===== config.mk =====
export PLATFORM = sky130hd
export DESIGN_NAME = sd_frame_fetch_sched
export DESIGN_NICKNAME = d
export VERILOG_FILES = /design/src/rtl/sd_sched_pkg.sv /design/src/rtl/sd_block_addr_gen.sv /design/src/rtl/sd_frame_fetch_sched.sv
export SDC_FILE = /design/constraint.sdc
export NUM_CORES = 1
export LEC_CHECK = 0
export CAP_MARGIN = 5
export CORE_UTILIZATION = 46
export DETAILED_ROUTE_END_ITERATION = 8
export HOLD_SLACK_MARGIN = 0.1
export MAX_ROUTING_LAYER = met4
export PLACE_DENSITY = 0.77
export SLEW_MARGIN = 20
export SYNTH_ARGS = -nofsm -noshare
export SYNTH_HDL_FRONTEND = slang
export SYNTH_SLANG_ARGS = --single-unit

===== constraint.sdc =====
create_clock -name clk -period 2.2 [get_ports clk]
set_input_delay 0.22 -clock clk [delete_from_list [all_inputs] [get_ports clk]]
set_output_delay 0.22 -clock clk [all_outputs]
set_load 0.1 [all_outputs]

===== src/rtl/sd_sched_pkg.sv =====
// Shared state encoding and constants for the SD frame fetch scheduler.
package sd_sched_pkg;

   typedef enum logic [2:0] {
      StIdle,
      StWaitBank,
      StIssue,
      StRecv,
      StRetry,
      StNext,
      StDone,
      StFault
   } state_e;

   localparam int unsigned BlockBytes = 512;

endpackage


===== src/rtl/sd_block_addr_gen.sv =====
// Frame/block position tracker: holds frame_index and blk_cnt and forms the SD block address.
module sd_block_addr_gen #(
   parameter int unsigned START_BLOCK      = 0,
   parameter int unsigned BLOCKS_PER_FRAME = 2,
   parameter int unsigned NUM_FRAMES       = 6572,
   parameter int unsigned LOOP             = 1
) (
   input  logic        clk_i,
   input  logic        rst_ni,
   input  logic        blk_inc_i,
   input  logic        frame_adv_i,
   output logic [7:0]  blk_cnt_o,
   output logic [15:0] frame_index_o,
   output logic [31:0] addr_o,
   output logic        last_blk_o,
   output logic        last_frame_o
);

   localparam logic [7:0]  LastBlk   = 8'(BLOCKS_PER_FRAME - 1);
   localparam logic [15:0] LastFrame = 16'(NUM_FRAMES - 1);

   logic [7:0]  blk_q;
   logic [15:0] frame_q;

   assign last_blk_o    = (blk_q == LastBlk);
   assign last_frame_o  = (frame_q == LastFrame);
   assign blk_cnt_o     = blk_q;
   assign frame_index_o = frame_q;
   assign addr_o        = 32'(START_BLOCK) + 32'(frame_q) * 32'(BLOCKS_PER_FRAME) + 32'(blk_q);

   // Without LOOP the last frame index is held so DONE still reports it.
   always_ff @(posedge clk_i or negedge rst_ni) begin
      if (!rst_ni) begin
         blk_q   <= '0;
         frame_q <= '0;
      end else if (frame_adv_i) begin
         blk_q <= '0;
         if (!last_frame_o) begin
            frame_q <= frame_q + 16'd1;
         end else if (LOOP != 0) begin
            frame_q <= '0;
         end
      end else if (blk_inc_i) begin
         blk_q <= blk_q + 8'd1;
      end
   end

endmodule


===== src/rtl/sd_frame_fetch_sched.sv =====
// Streams video frames from SD single-block reads into a ping-pong frame buffer,
// paced by display-side bank releases, with per-block retry and sticky fault.
module sd_frame_fetch_sched
   import sd_sched_pkg::*;
#(
   parameter int unsigned START_BLOCK      = 0,
   parameter int unsigned BLOCKS_PER_FRAME = 2,
   parameter int unsigned NUM_FRAMES       = 6572,
   parameter int unsigned LOOP             = 1,
   parameter int unsigned MAX_RETRIES      = 3,
   parameter int unsigned BUF_ADDR_W       = 10
) (
   input  logic                  clk,
   input  logic                  reset,
   input  logic                  sd_ready,
   output logic                  rd_req,
   output logic [31:0]           rd_addr,
   input  logic                  rd_ack,
   input  logic [7:0]            rd_data,
   input  logic                  rd_data_valid,
   input  logic                  rd_done,
   input  logic                  rd_error,
   output logic                  buf_we,
   output logic                  buf_bank,
   output logic [BUF_ADDR_W-1:0] buf_addr,
   output logic [7:0]            buf_wdata,
   output logic [1:0]            bank_full,
   input  logic [1:0]            bank_release,
   output logic [15:0]           frame_index,
   output logic                  playing,
   output logic                  fault
);

   localparam logic [7:0] MaxRetries = 8'(MAX_RETRIES);
   localparam logic [8:0] LastByte   = 9'(BlockBytes - 1);

   state_e                state_q;
   logic                  bank_ptr_q;
   logic [1:0]            bank_full_q;
   logic [7:0]            retry_q;
   logic [8:0]            byte_cnt_q;
   logic                  blk_full_q;
   logic                  overrun_q;
   logic                  rd_req_q;
   logic                  fault_q;
   logic                  playing_q;
   logic                  buf_we_q;
   logic                  buf_bank_q;
   logic [BUF_ADDR_W-1:0] buf_addr_q;
   logic [7:0]            buf_wdata_q;

   logic [7:0]  blk_cnt;
   logic [31:0] blk_addr;
   logic        last_blk;
   logic        last_frame;
   logic        blk_inc;
   logic        frame_adv;
   logic        blk_good;
   logic [BUF_ADDR_W-1:0] wr_addr;

   assign blk_inc   = (state_q == StNext) && !last_blk;
   assign frame_adv = (state_q == StNext) && last_blk;
   // byte_cnt wraps to 0 after 512 bytes; blk_full_q marks the full block.
   assign blk_good  = blk_full_q && !overrun_q;
   assign wr_addr   = BUF_ADDR_W'(32'(blk_cnt) * BlockBytes + 32'(byte_cnt_q));

   sd_block_addr_gen #(
      .START_BLOCK      (START_BLOCK),
      .BLOCKS_PER_FRAME (BLOCKS_PER_FRAME),
      .NUM_FRAMES       (NUM_FRAMES),
      .LOOP             (LOOP)
   ) u_addr_gen (
      .clk_i         (clk),
      .rst_ni        (reset),
      .blk_inc_i     (blk_inc),
      .frame_adv_i   (frame_adv),
      .blk_cnt_o     (blk_cnt),
      .frame_index_o (frame_index),
      .addr_o        (blk_addr),
      .last_blk_o    (last_blk),
      .last_frame_o  (last_frame)
   );

   always_ff @(posedge clk or negedge reset) begin
      if (!reset) begin
         state_q     <= StIdle;
         bank_ptr_q  <= 1'b0;
         bank_full_q <= '0;
         retry_q     <= '0;
         byte_cnt_q  <= '0;
         blk_full_q  <= 1'b0;
         overrun_q   <= 1'b0;
         rd_req_q    <= 1'b0;
         fault_q     <= 1'b0;
         playing_q   <= 1'b0;
         buf_we_q    <= 1'b0;
         buf_bank_q  <= 1'b0;
         buf_addr_q  <= '0;
         buf_wdata_q <= '0;
      end else begin
         buf_we_q <= 1'b0;
         // Releases first so a set on the same bank below takes priority.
         for (int i = 0; i < 2; i++) begin
            if (bank_release[i]) begin
               bank_full_q[i] <= 1'b0;
            end
         end
         case (state_q)
            StIdle: begin
               if (sd_ready) begin
                  state_q   <= StWaitBank;
                  playing_q <= 1'b1;
               end
            end
            StWaitBank: begin
               if (!bank_full_q[bank_ptr_q]) begin
                  state_q    <= StIssue;
                  rd_req_q   <= 1'b1;
                  byte_cnt_q <= '0;
                  blk_full_q <= 1'b0;
                  overrun_q  <= 1'b0;
               end
            end
            StIssue: begin
               if (rd_ack) begin
                  rd_req_q <= 1'b0;
                  state_q  <= StRecv;
               end
            end
            StRecv: begin
               if (rd_data_valid) begin
                  if (blk_full_q) begin
                     overrun_q <= 1'b1;
                  end else begin
                     buf_we_q    <= 1'b1;
                     buf_bank_q  <= bank_ptr_q;
                     buf_addr_q  <= wr_addr;
                     buf_wdata_q <= rd_data;
                     byte_cnt_q  <= byte_cnt_q + 9'd1;
                     if (byte_cnt_q == LastByte) begin
                        blk_full_q <= 1'b1;
                     end
                  end
               end
               if (rd_error || (rd_done && !blk_good)) begin
                  state_q <= StRetry;
               end else if (rd_done) begin
                  state_q <= StNext;
               end
            end
            StRetry: begin
               if (retry_q < MaxRetries) begin
                  retry_q    <= retry_q + 8'd1;
                  byte_cnt_q <= '0;
                  blk_full_q <= 1'b0;
                  overrun_q  <= 1'b0;
                  rd_req_q   <= 1'b1;
                  state_q    <= StIssue;
               end else begin
                  fault_q   <= 1'b1;
                  playing_q <= 1'b0;
                  state_q   <= StFault;
               end
            end
            StNext: begin
               retry_q <= '0;
               if (!last_blk) begin
                  byte_cnt_q <= '0;
                  blk_full_q <= 1'b0;
                  overrun_q  <= 1'b0;
                  rd_req_q   <= 1'b1;
                  state_q    <= StIssue;
               end else begin
                  bank_full_q[bank_ptr_q] <= 1'b1;
                  bank_ptr_q              <= ~bank_ptr_q;
                  if (last_frame && (LOOP == 0)) begin
                     playing_q <= 1'b0;
                     state_q   <= StDone;
                  end else begin
                     state_q <= StWaitBank;
                  end
               end
            end
            StDone, StFault: begin
               rd_req_q <= 1'b0;
            end
            default: begin
               state_q <= StIdle;
            end
         endcase
      end
   end

   assign rd_req    = rd_req_q;
   assign rd_addr   = rd_req_q ? blk_addr : '0;
   assign buf_we    = buf_we_q;
   assign buf_bank  = buf_bank_q;
   assign buf_addr  = buf_addr_q;
   assign buf_wdata = buf_wdata_q;
   assign bank_full = bank_full_q;
   assign playing   = playing_q;
   assign fault     = fault_q;

endmodule


==> key figures <==
Outcome
  • Status: complete, but fails checks
  • Violated checks: setup timing

Floorplan
  • Die width: 95.9 um
  • Initial Util: 48.4%
  • Rows: 33
  • Die area: 9200 um^2
  • Core ar.: 8380 um^2
  • IO Pins: 90
  • Die Span Y: 95.9 um

Timing
  • Fin Setup TNS: -3830 ps
  • FMAX: 0.388 GHz
  • Clk_skew: 12.5 ps
  • Slew Limit Fails: 0
  • Fin. Hold Viols: 0
  • Unrepaired setup endpoints after global routing: yes
  • Tcrit/Tclk final: 117%
  • Worst setup margin: -378 ps
  • Setup violations, final: 13
  • Slew headroom: 48.0%
  • Final worst path period need: 2580 ps
  • Slew @ Worst Pin: 780 ps

Route
  • Vias per cell: 5.52
  • Post-detailed-route count of antenna-violating nets: 0
  • Via count: 3576
  • Violation count after the first detailed-routing iteration: 159
  • Drc violations: 0
  • Routed wire length: 10300 um
  • First-pass DRT Iterations: 5
  • WL per Instance: 15.9 um

GRT
  • Vias in the first global route: 3498
  • Initial antenna violation count: 0
  • Gr usage total: 24.1%
  • Global-route wire length before repair: 16600 um
  • Largest net degree at the start of global routing: 36
  • Global route total overflow: 0

Clock tree
  • H-tree levels: 3
  • CTS tree: built
  • Total clock buffers created by CTS: 9
  • Longest Clk Path Bufs: 2
  • Clock transition at path regs: 80 ps
  • Skew-Pair Late Insertion Delay: 350 ps
  • Root Driver: clkbuf_8
  • Clk sinks: 72

Hold path
  • Hold crit path type: primary input to register

Finish
  • NumNets Final: 570
  • ANT cells: 0
  • Fraction of layout cells with a size suffix above 1: 41.1%
  • Synth-to-Final Area Change: 46.3%
  • Final Util: 70.8%

Placement
  • DP Worst Slack: -117 ps
  • PortBufs: 75
  • DP HPWL: 7610 um
  • Placer congestion estimate: 0.890

Worst setup path
  • Critical path class: register to primary output
  • Slowest stage delay, CP: 500 ps
  • Data arrival time of the worst path: 2360 ps
  • Max FO, Critical Path: 3
  • CP Capture Type: primary output
  • WP buf/inv: 1
  • CP Launch Type: register
  • Worst path cell trace: ha_4, or2_4, a21oi_1, a21oi_2, nand3_2, mux2i_4, buf_12
  • Slowest-stage cell, CP: dfrtp_4
  • Worst path required time: 1980 ps
  • Critical path's top delay family: flip-flops
  • Reg-to-reg slack, setup: 10 ps

Flow run
  • Maximum capacitance violations: 0

Synthesis
  • Synth Area in Compound Gates: 15.5%
  • Ys flop type: dfrtp_1
  • EDFF count, synth: 0
  • Mapped Cells: 420
  • Synth Cell Area: 4060 um^2
  • #FFs+latches synth: 72
  • Async SR Flop Fraction: 100%
  • Seq/Total Area, Yosys: 44.4%
  • Syn_area_per_cell: 9.66 um^2
  • Synth Area in Adders: 4.81%
  • Yosys warning count: 0
  • Synth Area in Simple Gates: 18.4%
  • Post-synth cell types: 57
  • Xor/xnor share of the synthesized area: 4.32%
  • Main combinational cell family by area after synthesis: simple AND/OR/NAND/NOR gates
  • Mux contribution to synthesized area: 6.91%

Power and ir drop
  • Power Density: 428 nW/um^2
  • Max VDD drop: 491 uV
  • Leakage: 2.58 nW
[flip-flops by register name, summed over array words and instances, names as in the netlist]
| signal | cells |
|---|---|
| buf_wdata | 8 |
| overrun_q | 1 |
| byte_cnt_q | 9 |
| fault | 1 |
| buf_bank | 1 |
| rd_req | 1 |
| buf_we | 1 |
| retry_q | 8 |
| blk_full_q | 1 |
| bank_full | 2 |
| u_addr_gen.frame_index_o | 16 |
| u_addr_gen.blk_cnt_o | 8 |
| state_q | 3 |
| bank_ptr_q | 1 |
| buf_addr | 10 |
| playing | 1 |
[area by class of cell]
cell class | count | area [um^2]
Multi-Input combinational cell | 318 | 2490
Fill cell | 634 | 2440
Sequential cell | 72 | 1840
Timing Repair Buffer | 125 | 1220
Tap cell | 105 | 131
Clock buffer | 10 | 128
Clock inverter | 6 | 68.8
Inverter | 12 | 45.0
[per-layer routing]
layer  global-route usage (%)  wire length (um)
met5                        -                 0
met4                     7.84               157
met3                     3.48               404
met2                     40.2              5260
met1                     30.2              4470
[where the power goes]
group	total (W)	leakage, nW	switching (W)	internal (W)
clock network	0.00105	0.0968	0.000517	0.000530
registers	0.00132	0.956	0.000000000000000000179	0.00132
logic	0.000170	1.53	0.000138	0.0000320
total	0.00254	2.58	0.000655	0.00188
[cell families (layout without fill, tap and decap cells)]
family,count (synthesis),in the layout
compound gates,99,99
xor+xnor,20,20
fa+ha+maj,15,15
buf+inv,43,153
flops,72,72
mux,25,25
other cells,1,14
simple gates,145,145
[cells in the mapped netlist, types with 7 or more instances]
| cell type | number | share of area (%) |
|---|---|---|
| clkbuf_1 | 12 | 1.1 |
| o31ai_1 | 8 | 1.5 |
| mux2_2 | 20 | 5.5 |
| and3_1 | 7 | 1.1 |
| nand4_1 | 8 | 1.2 |
| nor2_1 | 34 | 3.1 |
| nand2_1 | 33 | 3.1 |
| inv_1 | 12 | 1.1 |
| a31oi_1 | 10 | 1.5 |
| o21ai_0 | 36 | 4.4 |
| buf_4 | 15 | 2.8 |
| nand3_1 | 17 | 2.1 |
| a21oi_1 | 16 | 2.0 |
| ha_1 | 14 | 4.3 |
| nor2b_1 | 11 | 1.7 |
| xor2_1 | 8 | 1.7 |
| dfrtp_1 | 72 | 44 |
| nor3_1 | 9 | 1.1 |
| xnor2_1 | 12 | 2.6 |
[what timing repair did]
action | CTS | global route
pin swaps | 9 | 14
setup endpoints to repair | 19 | 29
buffers inserted | 3 | 2
hold endpoints to repair | 33 | 0
cloned | 0 | 0
resized for setup | 12 | 26
hold buffers | 1 | 0
[metrics by stage]
step           hold WS [ps]  instance area, um^2  std cells  total power (W)
5_1_grt                 456                 5940        648          0.00263
2_1_floorplan         -75.6                 4410        433          0.00147
3_3_place_gp            343                 5520        626          0.00152
6_report                449                 5940        648          0.00254
4_1_cts                 450                 5800        646          0.00256
3_5_place_dp            347                 5520        626          0.00152
[layout by cell type, fill, tap and decap left out, drive strengths merged, types with 9 or more instances in the layout]
cell	netlist	final
a21oi	16	16
a31oi	11	11
buf	19	109
clkbuf	12	10
clkdlybuf4s50	0	15
conb	1	14
dfrtp	72	72
ha	14	14
inv	12	13
mux2	21	21
nand2	33	33
nand3	17	17
nor2	34	34
nor2b	11	11
nor3	9	9
o21ai	37	37
xnor2	12	12
[path summary, 6_finish.rpt]
kind,from,end,cells past startpoint
min in group asynchronous,reset,overrun_q,2
max reg2reg,retry_q[0],rd_req,6
max in group asynchronous,reset,rd_req,3
min reg2reg,fault,fault,1
max,u_addr_gen.frame_index_o[5],rd_addr[15],7
min,bank_release[1],bank_full[1],2
No activity file was read; power rests on OpenSTA's default activity.
